## src/rtl/uart_pkg.sv

```systemverilog
// Shared UART definitions: receiver FSM states and framing constants,
// also used when instantiating the shared baud tick generator.
package uart_pkg;
  localparam int DATA_BITS        = 8;
  localparam int OVERSAMPLING_DEF = 8;

  typedef enum logic [2:0] {
    IDLE,
    START,
    DATA,
    STOP,
    BREAK
  } uart_rx_state_t;
endpackage

```

## src/rtl/uart_rx_oversampled_sync_ff.sv

```systemverilog
// Metastability synchroniser for an asynchronous input; resets to 1 so an
// idle-high line never looks like a start bit coming out of reset.
module sync_ff #(
  parameter int STAGES = 2
) (
  input  logic clk,
  input  logic rst,
  input  logic d,
  output logic q
);
  logic [STAGES-1:0] chain;

  always_ff @(posedge clk) begin
    if (rst) chain <= '1;
    else     chain <= {chain[STAGES-2:0], d};
  end

  assign q = chain[STAGES-1];
endmodule

```

## src/rtl/uart_rx_oversampled.sv

```systemverilog
// 8N1 UART receiver, LSB first, timed purely by the oversampled baud tick.
// Drives the external tick generator's enable while a frame is in progress.
module uart_rx_oversampled
  import uart_pkg::*;
#(
  parameter int OVERSAMPLING = OVERSAMPLING_DEF,
  parameter int SYNC_STAGES  = 2
) (
  input  logic                 clk,
  input  logic                 rst,
  input  logic                 rx,
  output logic                 tick_en,
  input  logic                 tick,
  output logic [DATA_BITS-1:0] data,
  output logic                 valid,
  output logic                 frame_err,
  output logic                 busy
);
  localparam int CW = $clog2(OVERSAMPLING);
  localparam int BW = $clog2(DATA_BITS);
  localparam logic [CW-1:0] MID  = CW'(OVERSAMPLING/2 - 1);
  localparam logic [CW-1:0] LAST = CW'(OVERSAMPLING - 1);
  localparam logic [BW-1:0] LAST_BIT = BW'(DATA_BITS - 1);

  uart_rx_state_t       state;
  logic [CW-1:0]        cnt;
  logic [BW-1:0]        bitcnt;
  logic [DATA_BITS-1:0] shift;
  logic                 rx_s;

  sync_ff #(.STAGES(SYNC_STAGES)) u_sync (
    .clk (clk),
    .rst (rst),
    .d   (rx),
    .q   (rx_s)
  );

  // The sampling tick is consumed by the state that samples; only a tick
  // coinciding with the IDLE->START entry is carried into the new counter.
  always_ff @(posedge clk) begin
    if (rst) begin
      state     <= IDLE;
      tick_en   <= 1'b0;
      busy      <= 1'b0;
      data      <= '0;
      valid     <= 1'b0;
      frame_err <= 1'b0;
      cnt       <= '0;
      bitcnt    <= '0;
      shift     <= '0;
    end else begin
      valid     <= 1'b0;
      frame_err <= 1'b0;
      case (state)
        IDLE: begin
          if (!rx_s) begin
            state   <= START;
            tick_en <= 1'b1;
            busy    <= 1'b1;
            cnt     <= tick ? CW'(1) : '0;
          end
        end
        START: begin
          if (tick) begin
            if (cnt == MID) begin
              cnt <= '0;
              if (rx_s) begin
                state   <= IDLE;
                tick_en <= 1'b0;
                busy    <= 1'b0;
              end else begin
                state  <= DATA;
                bitcnt <= '0;
              end
            end else begin
              cnt <= cnt + 1'b1;
            end
          end
        end
        DATA: begin
          if (tick) begin
            if (cnt == LAST) begin
              cnt    <= '0;
              shift  <= {rx_s, shift[DATA_BITS-1:1]};
              bitcnt <= bitcnt + 1'b1;
              if (bitcnt == LAST_BIT) state <= STOP;
            end else begin
              cnt <= cnt + 1'b1;
            end
          end
        end
        STOP: begin
          if (tick) begin
            if (cnt == LAST) begin
              cnt     <= '0;
              tick_en <= 1'b0;
              if (rx_s) begin
                data  <= shift;
                valid <= 1'b1;
                state <= IDLE;
                busy  <= 1'b0;
              end else begin
                frame_err <= 1'b1;
                state     <= BREAK;
              end
            end else begin
              cnt <= cnt + 1'b1;
            end
          end
        end
        BREAK: begin
          if (rx_s) begin
            state <= IDLE;
            busy  <= 1'b0;
          end
        end
        default: begin
          state   <= IDLE;
          tick_en <= 1'b0;
          busy    <= 1'b0;
          cnt     <= '0;
        end
      endcase
    end
  end
endmodule

```

## config.mk

```make
export PLATFORM = sky130hd
export DESIGN_NAME = uart_rx_oversampled
export DESIGN_NICKNAME = d
export VERILOG_FILES = /design/src/rtl/uart_pkg.sv /design/src/rtl/uart_rx_oversampled_sync_ff.sv /design/src/rtl/uart_rx_oversampled.sv
export SDC_FILE = /design/constraint.sdc
export NUM_CORES = 1
export LEC_CHECK = 0
export CORE_MARGIN = 4
export CORE_UTILIZATION = 40
export DETAILED_ROUTE_END_ITERATION = 8
export GPL_TIMING_DRIVEN = 0
export PLACE_DENSITY_LB_ADDON = 0.15
export SLEW_MARGIN = 20
export SYNTH_ARGS = -nofsm -noshare
export SYNTH_HDL_FRONTEND = slang
export SYNTH_SLANG_ARGS = --single-unit
```

## constraint.sdc

```tcl
create_clock -name clk -period 3 [get_ports clk]
set_clock_uncertainty 0.2 [all_clocks]
set_input_delay 0.6 -clock clk [delete_from_list [all_inputs] [get_ports clk]]
set_output_delay 0.6 -clock clk [all_outputs]
set_load 0.02 [all_outputs]
```

==> results by group, run 1 <==
Logic synthesis
  – Leading area contributor after synthesis: sky130_fd_sc_hd__dfxtp_1
  – Avg Synthesized Cell Area: 8.67 um^2
  – Cell with the most instances after synthesis: sky130_fd_sc_hd__dfxtp_1
  – Register bit count reported by yosys: 31
  – Share of async-settable or async-resettable flops after synthesis: 0%
  – Ranking of synthesized cells by instance count: sky130_fd_sc_hd__dfxtp_1, sky130_fd_sc_hd__nand2_1, sky130_fd_sc_hd__a21oi_1, sky130_fd_sc_hd__o21ai_0, sky130_fd_sc_hd__nand3_1
  – Number of nets produced by synthesis: 191
  – Cell area after technology mapping: 1560 um^2
  – Yosys synthesis warning count: 0
  – Post-synth EDFFs: 0
  – Most frequently used flop master after synthesis: sky130_fd_sc_hd__dfxtp_1
  – Yosys cell types: 43
  – Sequential cell area fraction in the yosys report: 39.7%
  – Count of mapped cells out of synthesis: 180
  – Yosys top cell area share: 39.7%
  – Biggest area contributors in the synthesized netlist: sky130_fd_sc_hd__dfxtp_1, sky130_fd_sc_hd__ha_1, sky130_fd_sc_hd__nand2_1

Drt
  – # DRC: 0
  – Drt initial violations: 149
  – Number of vias per cell after detailed routing: 5.70
  – Number of search-and-repair iterations in the first detailed-routing pass: 4
  – Vias post-DR: 1431
  – Met1 wire length: 1.78 mm
  – Routed Wire Length: 3.70 mm
  – Met3 Routed Length: 314 um
  – Total met2 wirelength after detailed routing: 1.55 mm
  – Uppermost layer routed: met4
  – Post-DRT Antenna Nets: 0
  – Routed len/inst: 14.7 um

Placed design
  – Post-Place Cell Area: 1770 um^2
  – IO Port Bufs: 15
  – Global placement routability congestion: 0.813
  – Sum of net half-perimeters after detailed placement: 2.58 mm
  – Worst Setup Slack post-DPL: 0.450 ns

Power and ir drop
  – Leakage component of the power: 0.645 nW
  – Int Pwr: 0.704 mW
  – Sequential share of power: 46.7%
  – Proportion of power drawn by combinational gates: 5.4%
  – Switching Power: 0.191 mW
  – Peak supply drop: 0.000230 V
  – Ratio of total power to cell area: 473 nW/um^2
  – Clock power frac: 47.9%
  – Sw frac: 21.3%

Clock network
  – TritonCTS Buffers: 5
  – Library cell used as clock root buffer: sky130_fd_sc_hd__clkbuf_8
  – H-tree Lvls: 2
  – Post-CTS resize count: 0
  – Number of buffers added for setup after CTS: 0
  – Max Root-Sink Buffers: 2
  – Worst-skew pair later-pin latency: 0.29 ns
  – TritonCTS clock tree: yes
  – Total of hold buffers inserted after clock tree synthesis: 0
  – Clock transition time at the flip-flop clock pins of the worst setup and hold paths: 0.07 ns
  – Number of clock sinks seen by CTS: 31

STA
  – Worst hold margin: 0.210 ns
  – Final min period: 2.33 ns
  – Setup-failing EPs final: 0
  – Max-slew violation count: 0
  – Period utilisation layout: 77.8%
  – Hold Violations, Final: 0
  – Setup TNS: 0 ns
  – RSZ-0062 raised after global routing: false
  – Worst slew margin relative to its limit: 61.8%
  – Transition at the pin with the smallest max-transition slack: 0.559 ns
  – Maximum clock rate: 428 MHz
  – Crit path setup slack, layout: 0.665 ns

Outcome
  – Run status: finished, final reports clean

Floorplanning
  – Die Width: 70.5 um
  – Starting Density: 42.0%
  – Die boundary height: 70.5 um
  – Number of I/O pins: 16
  – Row count: 22
  – Total die area: 4970 um^2
  – Placeable core region: 3720 um^2

Cells and area
  – Number of fill cells: 367
  – Relative area change from synthesis to final layout: 21.0%
  – Post-route cell area: 1890 um^2
  – Finished Core Util: 50.8%
  – Layout cell share with drive strength beyond 1: 11.8%
  – Net count, final: 213
  – Number of diodes added for antenna fixing: 0

Critical path
  – Register-to-register path setup slack: 0.72 ns
  – CP Launch Type: input pin
  – Kind of critical path: in -> reg
  – Reg-to-reg critical path startpoint: cnt[0]$_SDFFE_PP0P_
  – Arrival @ worst endpoint: 2.28 ns
  – Crit path buf inv count: 2
  – Kind of cell with the highest combined delay on the critical path: buffers and inverters
  – Worst path cell trace: clkdlybuf4s50_1 -> clkbuf_1 -> nand4bb_1 -> o21ai_0 -> a21oi_1
  – R2r endpoint: data[4]$_SDFFE_PP0P_
  – Launch point of the worst path: tick
  – WP data required: 2.95 ns
  – Worst r2r path cells: 6
  – CP max stage delay: 0.57 ns
  – Top fanout value on the critical path: 10
  – CP endpoint kind: flip-flop
  – Slowest stage cell, crit path: sky130_fd_sc_hd__clkdlybuf4s50_1

GRT
  – Number of antenna violations at the first check in global routing: 0
  – Global-route total usage across every layer: 15.1%
  – Number of global-route vias before repair: 1270
  – Maximum number of pins on one net before global-route repair: 11
  – First-pass GRT wire length: 6.08 mm
  – Overflow left after global routing: 0

Worst hold path
  – Worst Hold End: u_sync.chain[1]$_SDFF_PP1_
  – Hold Startpoint: u_sync.chain[0]$_SDFF_PP1_
  – Class of the most critical hold timing path: reg -> reg
  – Count of cells along the worst hold path: 1

Job
  – Max-cap check violation count: 0
## stage by stage
step           power [mW]  cells
6_report            0.894    251
4_1_cts             0.900    251
3_5_place_dp        0.474    243
5_1_grt             0.929    251
2_1_floorplan       0.458    180
3_3_place_gp        0.474    243
## kinds of logic (layout without fill, tap and decap cells)
logic type                 count (synthesis)  after routing  synth area share, %
and+or+nand+nor                           64             64                 22.4
adders and majority gates                  7              7                 5.61
DFF                                       31             31                 39.7
AOI/OAI and AO/OA                         48             48                 20.5
buffers and inverters                     22             45                 6.65
muxes                                      8              8                 5.13
## power groups by stage
| stage | combinational, mW | clock (mW) | sequential, mW |
|---|---|---|---|
| floorplan | 0.0297 | 0 | 0.428 |
| global placement | 0.0467 | 0 | 0.427 |
| detailed placement | 0.0475 | 0 | 0.427 |
| CTS | 0.0476 | 0.434 | 0.418 |
| global route | 0.0530 | 0.458 | 0.418 |
| finish | 0.0482 | 0.428 | 0.418 |
## cell type report
type / count / area, um^2 / area share, %
Multi-Input combinational cell: 127 / 837 / 44.3
Sequential cell: 31 / 621 / 32.8
Timing Repair Buffer: 15 / 150 / 7.95
Clock buffer: 6 / 82.6 / 4.37
Buffer: 15 / 77.6 / 4.11
Tap cell: 48 / 60.1 / 3.18
Clock inverter: 2 / 35.0 / 1.85
Inverter: 7 / 26.3 / 1.39
## state kept, by name, summed over array words and instances, names as in the netlist
signal        cells
bitcnt            3
tick_en           1
state             3
data              8
cnt               3
frame_err         1
shift             8
u_sync.chain      2
busy              1
valid             1
## per-layer routing
metal	GRT usage (%)	vias to the layer above
met5	0	-
met4	5.96	0
met3	5.47	7
met2	20.5	61
met1	21.5	669
li1	-	694
## placed cells by master (no fill, tap or decap), drive strengths merged, types with 2 or more instances in the layout
cell	Yosys	final
nand4bb	2	2
buf	8	8
mux2i	8	8
and3	2	2
or2	2	2
nor3	3	3
a31oi	4	4
dfxtp	31	31
clkbuf	7	13
o221ai	2	2
o21a	2	2
nor3b	2	2
nor2b	2	2
nor4	2	2
a311oi	3	3
nor2	5	5
nand2	23	23
a22oi	2	2
inv	7	7
ha	7	7
nand2b	4	4
nand3	10	10
clkdlybuf4s50	0	15
o21ai	12	12
a21oi	12	12
a2111oi	3	3
## worst max-delay path by stage
stage                                        to  slack [ns]  depth (start not counted)
after global routing      shift[2]$_SDFFE_PP0P_        0.54                          5
after detailed placement  shift[2]$_SDFFE_PP0P_        0.45                          5
after global placement    shift[1]$_SDFFE_PP0P_        0.52                          5
after floorplan            data[0]$_SDFFE_PP0P_        1.15                          6
after CTS                 shift[2]$_SDFFE_PP0P_        0.74                          5
final                     shift[2]$_SDFFE_PP0P_        0.67                          5
Power figures use the tool's default switching activity.
==> run 2: changes to the inputs <==
Clock period 3 ns to 2.3 ns, I/O delays scaled along.
==> results by group, run 2 (synthesis gave the netlist of run 1 again) <==
Outcome
  – Run status: finished, final reports clean (unchanged)

STA
  – Period utilisation layout: 94.9%
  – Final min period: 2.18 ns
  – RSZ-0062 raised after global routing: false (unchanged)
  – Hold Violations, Final: 0 (unchanged)
  – Maximum clock rate: 458 MHz
  – Worst slew margin relative to its limit: 61.9% (was 61.8%)
  – Transition at the pin with the smallest max-transition slack: 0.558 ns (was 0.559 ns)
  – Crit path setup slack, layout: 0.118 ns (was 0.665 ns)
  – Max-slew violation count: 0 (unchanged)
  – Setup-failing EPs final: 0 (unchanged)

Floorplanning
  – Die Width: 70.5 um (unchanged)
  – Row count: 22 (unchanged)
  – Starting Density: 42.0% (unchanged)
  – Number of I/O pins: 16 (unchanged)
  – Placeable core region: 3720 um^2 (unchanged)
  – Die boundary height: 70.5 um (unchanged)
  – Total die area: 4970 um^2 (unchanged)

Power and ir drop
  – Peak supply drop: 0.000300 V (was 0.000230 V)
  – Leakage component of the power: 0.648 nW (was 0.645 nW)
  – Ratio of total power to cell area: 617 nW/um^2 (was 473 nW/um^2)
  – Tot Pwr: 1.17 mW (was 0.894 mW)

Cells and area
  – Number of diodes added for antenna fixing: 0 (unchanged)
  – Relative area change from synthesis to final layout: 21.4% (was 21.0%)
  – Biggest regs: data: 8 flops, shift: 8 flops (unchanged)
  – Net count, final: 213 (unchanged)
  – Layout cell share with drive strength beyond 1: 12.3% (was 11.8%)
  – Leading cell type in the layout, fill and taps excluded: sky130_fd_sc_hd__dfxtp_1 (unchanged)
  – Top library cells by usage in the layout, fill and taps aside: sky130_fd_sc_hd__dfxtp_1, sky130_fd_sc_hd__nand2_1, sky130_fd_sc_hd__clkdlybuf4s50_1 (unchanged)
  – Finished Core Util: 51.0% (was 50.8%)

Job
  – Max-cap check violation count: 0 (unchanged)

GRT
  – Overflow left after global routing: 0 (unchanged)
  – Maximum number of pins on one net before global-route repair: 11 (unchanged)
  – First-pass GRT wire length: 6.08 mm (unchanged)
  – Number of global-route vias before repair: 1270 (unchanged)
  – Global-route total usage across every layer: 15.1% (unchanged)
  – Number of antenna violations at the first check in global routing: 0 (unchanged)

Placed design
  – Sum of net half-perimeters after detailed placement: 2.58 mm (unchanged)
  – IO Port Bufs: 15 (unchanged)
  – Global placement routability congestion: 0.813 (unchanged)
  – Worst Setup Slack post-DPL: -0.110 ns (was 0.450 ns)

Clock network
  – Max Root-Sink Buffers: 2 (unchanged)
  – Total of hold buffers inserted after clock tree synthesis: 0 (unchanged)
  – Worst-skew pair later-pin latency: 0.29 ns (about the same)
  – H-tree Lvls: 2 (unchanged)
  – TritonCTS Buffers: 5 (unchanged)
  – Number of clock sinks seen by CTS: 31 (unchanged)
  – Clock transition time at the flip-flop clock pins of the worst setup and hold paths: 0.07 ns (about the same)
  – Number of buffers added for setup after CTS: 0 (unchanged)
  – TritonCTS clock tree: yes (unchanged)
  – Library cell used as clock root buffer: sky130_fd_sc_hd__clkbuf_8 (unchanged)

Drt
  – # DRC: 0 (unchanged)
  – Number of vias per cell after detailed routing: 5.78 (was 5.70)
  – Number of search-and-repair iterations in the first detailed-routing pass: 4 (unchanged)
  – Post-DRT Antenna Nets: 0 (unchanged)
  – Routed len/inst: 14.7 um (about the same)
  – Routed Wire Length: 3.70 mm (about the same)
  – Drt initial violations: 123 (was 149)
  – Vias post-DR: 1450 (was 1431)

Critical path
  – WP data required: 2.24 ns (was 2.95 ns)
  – Endpoint of the worst setup timing path: state[0]$_SDFFE_PP0P_ (was shift[2]$_SDFFE_PP0P_)
  – Kind of critical path: reg -> reg (was in -> reg)
  – Arrival @ worst endpoint: 2.12 ns (was 2.28 ns)
  – Top fanout value on the critical path: 10 (unchanged)
  – Reg-to-reg critical path startpoint: cnt[0]$_SDFFE_PP0P_ (unchanged)
  – Launch point of the worst path: cnt[0]$_SDFFE_PP0P_ (was tick)
  – Register-to-register path setup slack: 0.12 ns (was 0.72 ns)
  – Worst r2r path cells: 6 (unchanged)
  – CP endpoint kind: flip-flop (unchanged)
  – R2r endpoint: state[0]$_SDFFE_PP0P_ (was data[4]$_SDFFE_PP0P_)
  – CP Launch Type: flip-flop (was input pin)

Worst hold path
  – Hold Startpoint: u_sync.chain[0]$_SDFF_PP1_ (unchanged)
  – Class of the most critical hold timing path: reg -> reg (unchanged)
run 2: cell types whose count changed in the layout (fill, tap and decap cells not counted):
cell	previous run	this run
sky130_fd_sc_hd__clkbuf_1	7	6
sky130_fd_sc_hd__clkbuf_2	0	1
sky130_fd_sc_hd__nor2_2	1	0
sky130_fd_sc_hd__nor2_4	0	1
run 2: final cells by class:
class	instances	area, um^2
Timing Repair Buffer	15	150
Clock buffer	6	82.6
Inverter	7	26.3
Fill cell	370	1820
Clock inverter	2	35.0
Buffer	15	78.8
Sequential cell	31	621
Tap cell	48	60.1
Multi-Input combinational cell	127	842
run 2: report_power, final:
group	total (mW)	switching, mW	internal, mW
Sequential	0.545	0.00284	0.542
Combinational	0.0635	0.0380	0.0255
Clock	0.562	0.211	0.350
run 2: how the worst min path moves through the flow:
| stage | endpoint | slack [ns] | cells after the start |
|---|---|---|---|
| 6_report | u_sync.chain[1]$_SDFF_PP1_ | 0.21 | 1 |
| 2_1_floorplan | u_sync.chain[1]$_SDFF_PP1_ | 0.19 | 1 |
| 3_3_place_gp | u_sync.chain[1]$_SDFF_PP1_ | 0.19 | 1 |
| 3_5_place_dp | u_sync.chain[1]$_SDFF_PP1_ | 0.20 | 1 |
| 5_1_grt | u_sync.chain[1]$_SDFF_PP1_ | 0.23 | 1 |
| 4_1_cts | u_sync.chain[1]$_SDFF_PP1_ | 0.21 | 1 |
run 2: repair_timing:
item,4_1_cts,5_1_grt
hold endpoints to repair,0,0
resized for setup,0,3
setup endpoints to repair,0,9
run 2: metal layers:
metal	share of wire (%)	track usage [%]	wire, um
met5	0	0	0
met2	43	20.5	1580
met3	7.3	5.47	269
met4	1.5	5.96	54
met1	49	21.5	1800
run 2: worst max-delay path: stages (launching register included):
cell and delay (ns):
sky130_fd_sc_hd__dfxtp_1 0.35, sky130_fd_sc_hd__ha_1 0.27, sky130_fd_sc_hd__ha_1 0.25, sky130_fd_sc_hd__buf_2 0.20, sky130_fd_sc_hd__nand2_1 0.17, sky130_fd_sc_hd__a21boi_0 0.11
sky130_fd_sc_hd__a2111oi_0 0.48
run 2: stage by stage:
step,TNS (ns),hold slack [ns],cells,area [um^2]
after detailed placement,-0.465,0.199,243,1770
after global placement,-0.285,0.195,243,1770
after floorplan,0,0.189,180,1560
final,0,0.210,251,1900
after global routing,0,0.234,251,1900
after CTS,0,0.214,251,1890
==> run 3: changes to the inputs <==
Settings changed: CORE_ASPECT_RATIO from default to 0.5, CORE_UTILIZATION 40 to 55.
==> results by group, run 3 (synthesis gave the netlist of run 1 again) <==
Power and ir drop
  – Tot Pwr: 1.17 mW (about the same)
  – Sw frac: 21.6% (about the same)
  – Switching Power: 0.253 mW (was 0.252 mW)
  – Int Pwr: 0.918 mW (about the same)
  – Leakage component of the power: 0.648 nW (about the same)
  – Ratio of total power to cell area: 622 nW/um^2 (was 617 nW/um^2)
  – Proportion of power drawn by combinational gates: 5.5% (was 5.4%)
  – Peak supply drop: 0.000351 V (was 0.000300 V)
  – Clock power frac: 48.0% (about the same)
  – Sequential share of power: 46.5% (was 46.6%)

GRT
  – Number of antenna violations at the first check in global routing: 0 (unchanged)
  – Maximum number of pins on one net before global-route repair: 11 (unchanged)
  – Number of global-route vias before repair: 1269 (was 1270)
  – Global-route total usage across every layer: 20.8% (was 15.1%)
  – First-pass GRT wire length: 6.06 mm (was 6.08 mm)
  – Overflow left after global routing: 0 (unchanged)

Drt
  – # DRC: 0 (unchanged)
  – Routed Wire Length: 3.52 mm (was 3.70 mm)
  – Vias post-DR: 1428 (was 1450)
  – Met3 Routed Length: 286 um (was 269 um)
  – Drt initial violations: 71 (was 123)
  – Total met2 wirelength after detailed routing: 1.59 mm (was 1.58 mm)
  – Number of search-and-repair iterations in the first detailed-routing pass: 5 (was 4)
  – Post-DRT Antenna Nets: 0 (unchanged)
  – Uppermost layer routed: met4 (unchanged)
  – Met1 wire length: 1.59 mm (was 1.80 mm)
  – Number of vias per cell after detailed routing: 5.95 (was 5.78)
  – Routed len/inst: 14.7 um (about the same)

Floorplanning
  – Die boundary height: 45.7 um (was 70.5 um)
  – Number of I/O pins: 16 (unchanged)
  – Starting Density: 58.9% (was 42.0%)
  – Die Width: 83.4 um (was 70.5 um)
  – Placeable core region: 2650 um^2 (was 3720 um^2)
  – Row count: 13 (was 22)
  – Total die area: 3810 um^2 (was 4970 um^2)

STA
  – Setup TNS: 0 ns (unchanged)
  – Setup-failing EPs final: 0 (unchanged)
  – RSZ-0062 raised after global routing: false (unchanged)
  – Hold Violations, Final: 0 (unchanged)
  – Period utilisation layout: 90.1% (was 94.9%)
  – Worst slew margin relative to its limit: 64.1% (was 61.9%)
  – Max-slew violation count: 0 (unchanged)
  – Final min period: 2.07 ns (was 2.18 ns)
  – Transition at the pin with the smallest max-transition slack: 0.524 ns (was 0.558 ns)
  – Maximum clock rate: 483 MHz (was 458 MHz)
  – Worst hold margin: 0.211 ns (was 0.210 ns)

Clock network
  – Total of hold buffers inserted after clock tree synthesis: 0 (unchanged)
  – Number of clock sinks seen by CTS: 31 (unchanged)
  – TritonCTS clock tree: yes (unchanged)
  – H-tree Lvls: 2 (unchanged)
  – TritonCTS Buffers: 5 (unchanged)
  – Worst-skew pair later-pin latency: 0.29 ns (about the same)
  – Library cell used as clock root buffer: sky130_fd_sc_hd__clkbuf_8 (unchanged)
  – Max Root-Sink Buffers: 2 (unchanged)
  – Clock transition time at the flip-flop clock pins of the worst setup and hold paths: 0.07 ns (about the same)

Cells and area
  – Top library cells by usage in the layout, fill and taps aside: sky130_fd_sc_hd__dfxtp_1, sky130_fd_sc_hd__nand2_1, sky130_fd_sc_hd__clkdlybuf4s50_1 (unchanged)
  – Number of fill cells: 199 (was 370)
  – Footprint of the multi-input gates: 843 um^2 (was 842 um^2)
  – Net count, final: 213 (unchanged)
  – Post-route cell area: 1880 um^2 (was 1900 um^2)
  – Number of diodes added for antenna fixing: 0 (unchanged)
  – Finished Core Util: 71.0% (was 51.0%)
  – Relative area change from synthesis to final layout: 20.6% (was 21.4%)
  – Biggest regs: data: 8 flops, shift: 8 flops (unchanged)
  – Leading cell type in the layout, fill and taps excluded: sky130_fd_sc_hd__dfxtp_1 (unchanged)
  – FF/Latch Area: 621 um^2 (unchanged)
  – Layout cell share with drive strength beyond 1: 12.3% (unchanged)

Critical path
  – WP data required: 2.31 ns (was 2.24 ns)
  – CP endpoint kind: flip-flop (unchanged)
  – Top fanout value on the critical path: 10 (unchanged)
  – CP Launch Type: flip-flop (unchanged)
  – Arrival @ worst endpoint: 2.09 ns (was 2.12 ns)
  – Kind of critical path: reg -> reg (unchanged)

Placed design
  – Sum of net half-perimeters after detailed placement: 2.43 mm (was 2.58 mm)
  – Global placement routability congestion: 0.879 (was 0.813)
  – Post-Place Cell Area: 1760 um^2 (was 1770 um^2)
  – IO Port Bufs: 15 (unchanged)

Worst hold path
  – Class of the most critical hold timing path: reg -> reg (unchanged)

Job
  – Max-cap check violation count: 0 (unchanged)

Outcome
  – Run status: finished, final reports clean (unchanged)
run 3: repair_timing:
action | in CTS | in global routing
setup buffers | 0 | 0
hold endpoints to repair | 0 | 0
gates resized for setup | 0 | 4
setup endpoints to repair | 0 | 16
run 3: worst max-delay path, cell delays in order, from the launching register on:
cell and delay (ns):
sky130_fd_sc_hd__dfxtp_1 0.38, sky130_fd_sc_hd__ha_1 0.25, sky130_fd_sc_hd__ha_1 0.23, sky130_fd_sc_hd__buf_2 0.24, sky130_fd_sc_hd__nand2_1 0.15, sky130_fd_sc_hd__nor2_4 0.32
sky130_fd_sc_hd__mux2i_1 0.24
run 3: worst paths after layout:
check                             start                         end  slack, ns  cells past startpoint
max reg2reg         cnt[0]$_SDFFE_PP0P_        data[0]$_SDFFE_PP0P_       0.23                      6
min          u_sync.chain[0]$_SDFF_PP1_  u_sync.chain[1]$_SDFF_PP1_       0.21                      1
min reg2reg  u_sync.chain[0]$_SDFF_PP1_  u_sync.chain[1]$_SDFF_PP1_       0.21                      1
max                 cnt[0]$_SDFFE_PP0P_        data[0]$_SDFFE_PP0P_       0.23                      6
run 3: routing by layer:
metal  up-vias  GRT usage, %
li1        700             -
met5         -             0
met2        52          33.4
met4         0          8.79
met3         7          5.96
met1       669          27.0
run 3: final cells by class:
class,instances,share of cell area (%)
Sequential cell,31,33.0
Clock buffer,6,4.39
Buffer,15,4.19
Multi-Input combinational cell,127,44.8
Inverter,7,1.40
Tap cell,37,2.46
Timing Repair Buffer,15,7.97
Clock inverter,2,1.86
run 3: through the flow:
step	instances	setup slack [ns]
finish	240	0.228
global route	240	0.0542
CTS	240	0.0857
detailed placement	232	-0.0982
global placement	232	-0.0558
floorplan	180	0.445
run 3: power by group through the flow:
| stage | Sequential (mW) | Clock (mW) | Combinational, mW |
|---|---|---|---|
| 3_3_place_gp | 0.557 | 0 | 0.0618 |
| 3_5_place_dp | 0.557 | 0 | 0.0625 |
| 5_1_grt | 0.545 | 0.591 | 0.0710 |
| 4_1_cts | 0.545 | 0.563 | 0.0632 |
| 2_1_floorplan | 0.559 | 0 | 0.0387 |
| 6_report | 0.545 | 0.562 | 0.0643 |
